[src/rtl/demux_1ton_stream_pkg.sv]
// Shared default constants for the stream selector/demux family, so the
// mux and demux sides agree on word and select widths.
package demux_1ton_stream_pkg;

    localparam int DEF_WIDTH = 8;
    localparam int DEF_N     = 4;
    localparam int DEF_SELW  = 2;

    localparam logic [7:0] DROP_CNT_MAX = 8'hFF;

endpackage

[src/rtl/demux_slot.sv]
// Single-entry output register (data + valid) for one demux channel.
// A load wins over a simultaneous drain, so a channel can pass one word per cycle.
module demux_slot
    import demux_1ton_stream_pkg::*;
#(
    parameter int WIDTH = DEF_WIDTH
) (
    input  logic             clk,
    input  logic             rst,
    input  logic             load,
    input  logic [WIDTH-1:0] load_data,
    input  logic             ready,
    output logic             valid,
    output logic [WIDTH-1:0] data
);

    always_ff @(posedge clk or posedge rst) begin
        if (rst) begin
            valid <= 1'b0;
            data  <= '0;
        end else if (load) begin
            valid <= 1'b1;
            data  <= load_data;
        end else if (valid && ready) begin
            valid <= 1'b0;
        end
    end

endmodule

[src/rtl/demux_1ton_stream.sv]
// Registered 1-to-N stream demultiplexer: steers each accepted word by sel
// into one of N single-entry output slots; out-of-range sel words are dropped.
module demux_1ton_stream
    import demux_1ton_stream_pkg::*;
#(
    parameter int WIDTH = DEF_WIDTH,
    parameter int N     = DEF_N,
    parameter int SELW  = DEF_SELW
) (
    input  logic               clk,
    input  logic               rst,
    input  logic               enable,
    input  logic [SELW-1:0]    sel,
    input  logic [WIDTH-1:0]   in_data,
    input  logic               in_valid,
    output logic               in_ready,
    output logic [N*WIDTH-1:0] out_data,
    output logic [N-1:0]       out_valid,
    input  logic [N-1:0]       out_ready,
    output logic [7:0]         drop_cnt,
    output logic               err
);

    // Handshake: a transfer happens on a rising clk edge where valid && ready;
    // valid never depends on ready, and a raised valid holds with stable data
    // until that transfer.
    logic         in_range;
    logic         ch_ready;
    logic         xfer;
    logic         drop;
    logic [N-1:0] load;

    always_comb begin
        in_range = (32'(sel) < N);
        ch_ready = 1'b0;
        load     = '0;
        for (int k = 0; k < N; k++) begin
            if (32'(sel) == k) begin
                ch_ready = !out_valid[k] || out_ready[k];
            end
        end
        // Out-of-range words are always accepted so they can be discarded.
        in_ready = enable && (!in_range || ch_ready);
        xfer     = in_valid && in_ready;
        for (int k = 0; k < N; k++) begin
            load[k] = xfer && (32'(sel) == k);
        end
        drop = xfer && !in_range;
    end

    for (genvar k = 0; k < N; k++) begin : g_slot
        demux_slot #(.WIDTH(WIDTH)) u_slot (
            .clk       (clk),
            .rst       (rst),
            .load      (load[k]),
            .load_data (in_data),
            .ready     (out_ready[k]),
            .valid     (out_valid[k]),
            .data      (out_data[k*WIDTH +: WIDTH])
        );
    end

    always_ff @(posedge clk or posedge rst) begin
        if (rst) begin
            drop_cnt <= 8'd0;
            err      <= 1'b0;
        end else begin
            err <= drop;
            if (drop && drop_cnt != DROP_CNT_MAX) begin
                drop_cnt <= drop_cnt + 8'd1;
            end
        end
    end

endmodule

[config.mk]
export PLATFORM = sky130hd
export DESIGN_NAME = demux_1ton_stream
export DESIGN_NICKNAME = d
export VERILOG_FILES = /design/src/rtl/demux_1ton_stream_pkg.sv /design/src/rtl/demux_slot.sv /design/src/rtl/demux_1ton_stream.sv
export SDC_FILE = /design/constraint.sdc
export NUM_CORES = 1
export LEC_CHECK = 0
export BUFFER_PORTS_ARGS = -buffer_cell sky130_fd_sc_hd__buf_4
export CAP_MARGIN = 20
export CORE_ASPECT_RATIO = 1.75
export CORE_MARGIN = 4
export CORE_UTILIZATION = 49
export CTS_BUF_LIST = sky130_fd_sc_hd__clkbuf_4 sky130_fd_sc_hd__clkbuf_8
export DETAILED_ROUTE_END_ITERATION = 8
export PLACE_DENSITY = 0.91
export SYNTH_ARGS = -nofsm -noshare
export SYNTH_HDL_FRONTEND = slang
export SYNTH_SLANG_ARGS = --single-unit
[constraint.sdc]
create_clock -name clk -period 1.5 [get_ports clk]
set_input_delay 0.3 -clock clk [delete_from_list [all_inputs] [get_ports clk]]
set_output_delay 0.3 -clock clk [all_outputs]
set_load 0.005 [all_outputs]
==> flow_metrics.tcl <==
set metrics [dict create \
    outcome "complete, but fails checks" \
    violations "negative setup slack" \
    viasPerCell 4.92 \
    grtUsageMet1 0.184 \
    dr.pass1.iters 3 \
    fin_ws_ns -0.190 \
    finalSetupTns_ns -0.200 \
    ant_nets 0 \
    cts_sinks 36 \
    core_area_um2 2960 \
    ir_worst_vdd_mv 1.03 \
    synth_edf_count 0 \
    synth-seq-area-share 0.583 \
    synth.top_cell.area_share 0.583 \
    setup_viol 3 \
    fmax_mhz 592 \
    yosysMostFrequentCell "dfrtp_1" \
    areaGrowthSynthToFinish_pct 43.3 \
    crit_fanout 2 \
    dp_hpwl_um 2800 \
    clock-root-buffer "clkbuf_8" \
    start_util 0.522 \
    cts_max_level 2 \
    cts_inserted_buffers 5 \
    powerDensity_nw_per_um2 1320 \
    die_y_um 82.3 \
    grtUsageMet2 0.372 \
    nets 193 \
    cpLargestDelayFamily "simple AND/OR/NAND/NOR gates" \
    drt_iter0_drc 7 \
    clockBufferDepth 2 \
    place_ws_ns -0.197 \
    start_kind "flip-flop" \
    wl_per_cell_um 17.3 \
    slowest_delay_ns 0.47 \
    cp_slowest_cell "or4b_4" \
    rr_worst_depth 5 \
    fin_hold_ws_ns 0.138 \
    grt_max_degree 37 \
    utilization 0.748 \
    routabilityCongestion 0.790 \
    post-route-drc-count 0 \
    critical_path_class "flip-flop to primary output" \
    io_buffers 54 \
    cap_violations 0 \
    crit_required_ns 1.20 \
    tritoncts "built" \
    critPathBufInv 1 \
    busiest_layer "met2" \
    drive_gt1_frac 0.665 \
    met3_usage 0.0682 \
    rsz0062_at_grt "true" \
    synthCells 106 \
    synth_top_cell_by_area "dfrtp_1" \
    finalHoldViolCount 0 \
    r2r_slack_ns -0.01 \
    yosysUniqueCellTypes 21 \
    slew_violations 0 \
    synth-async-reset-ratio 1.00 \
    arrival_ns 1.39 \
    clock_latency_ns 0.28 \
    r2r-end "g_slot[0].u_slot.data[3]" \
    vias 1072 \
    cp-startpoint "g_slot[0].u_slot.valid" \
    grt-ovfl-total 0 \
    syn_area_um2 1550 \
    grt_pass1_wl_um 5930 \
    fin_crit_ns 1.69 \
    die-area_um2 4150 \
    fin_skew_ns 0.00362 \
    yosys_warnings 0 \
    worstPathCellList "or4b_4, o311ai_2, a21oi_1, buf_4" \
    end_kind "primary output" \
    antenna_found_initial 0 \
    synth-seq-cells 36 \
    synth-main-ff-cell "dfrtp_1" \
    r2r_start "g_slot[0].u_slot.valid" \
    synth_commonest_cells "dfrtp_1 (36), mux2_2 (32), buf_4 (13), inv_1 (3)" \
    die_w_um 50.5 \
    grt_pass1_vias 1204 \
    n_antenna_cell 0 \
    ios 64 \
    min_period_over_period 1.13 \
    synth.area.top_cells "dfrtp_1 (58%), mux2_2 (23%), buf_4 (6.3%)" \
    hold_path_class "primary input to async pin" \
    fp-row-count 26 \
    cts.clk_slew.worst_paths_ns 0.07 \
    p_leak_nw 1.09 \
    synth_area_per_cell_um2 14.6 \
    track_usage 0.197 \
    wl_um 3770 \
]
[sequential cells by signal, indices dropped and copies added, names as in the netlist]
signal	flops
g_slot.u_slot.data	32
g_slot.u_slot.valid	4
[logic make-up (layout without fill, tap and decap cells)]
| logic type | count (synthesis) | after routing | synth area share |
|---|---|---|---|
| other | 1 | 9 | 0.00243 |
| AOI/OAI and AO/OA | 5 | 5 | 0.0259 |
| buffers and inverters | 17 | 79 | 0.0737 |
| muxes | 32 | 32 | 0.233 |
| DFF | 36 | 36 | 0.583 |
| and+or+nand+nor | 15 | 15 | 0.0818 |
[layer usage]
metal,part of all wire,wire length (µm)
met1,0.32,1210
met5,0,0
met4,0.035,131
met3,0.062,233
met2,0.58,2190
[cell usage in the layout (no fill, tap or decap)]
cell type   n
a21oi_1     1
a21oi_4     1
buf_4      67
buf_6       1
bufinv_16   1
clkbuf_8    7
conb_1      9
dfrtp_1    36
inv_1       3
mux2_2     24
mux2_4      8
nand2_1     2
nand2_2     1
nand2b_1    2
nand3b_1    1
nand4b_1    1
nand4bb_1   1
nor2b_1     1
nor2b_4     1
nor3_4      1
nor4_4      1
o21ai_0     2
o311ai_2    1
or2_2       2
or4b_4      1
[per-stage QoR]
step	instances	total power (W)	cell area (µm²)
CTS	217	0.00296	2210
detailed placement	209	0.00200	2030
floorplan	114	0.00156	1580
global route	218	0.00308	2210
finish	218	0.00293	2210
global placement	209	0.00195	2030
[worst reg2reg max path, cell delays in order, from the launching register on]
cell,delay (ns)
dfrtp_1,0.39
buf_4,0.14
nor2b_4,0.13
nor4_4,0.24
buf_6,0.19
mux2_4,0.30
[power breakdown]
group	internal (W)	switching, W
clock	0.000586	0.000335
combinational	0.000474	0.000240
sequential	0.00118	0.000122
total	0.00224	0.000697
[worst max path at each step]
stage | end | slack, ns | cells past startpoint
after floorplan | in_ready | 0.06 | 3
after global placement | in_ready | -0.19 | 5
after detailed placement | in_ready | -0.20 | 5
after CTS | in_ready | -0.19 | 4
after global routing | in_ready | -0.25 | 4
final | in_ready | -0.19 | 4
[timing repair]
item | in CTS | in global routing
gates resized for setup | 14 | 0
gates cloned | 0 | 0
setup buffers | 0 | 2
endpoints found under the hold margin | 0 | 0
hold buffers | 0 | 0
setup endpoints to repair | 9 | 9
pin swaps | 1 | 0
[layout make-up]
type / instances / area (µm²)
tap: 42 / 52.6
inverter: 3 / 11.3
sequential: 36 / 901
timing repair buffer: 68 / 514
multi-input combinational: 61 / 609
fill: 189 / 746
clock inverter: 1 / 30.0
clock buffer: 7 / 96.3
No activity file was read; power rests on OpenSTA's default activity.
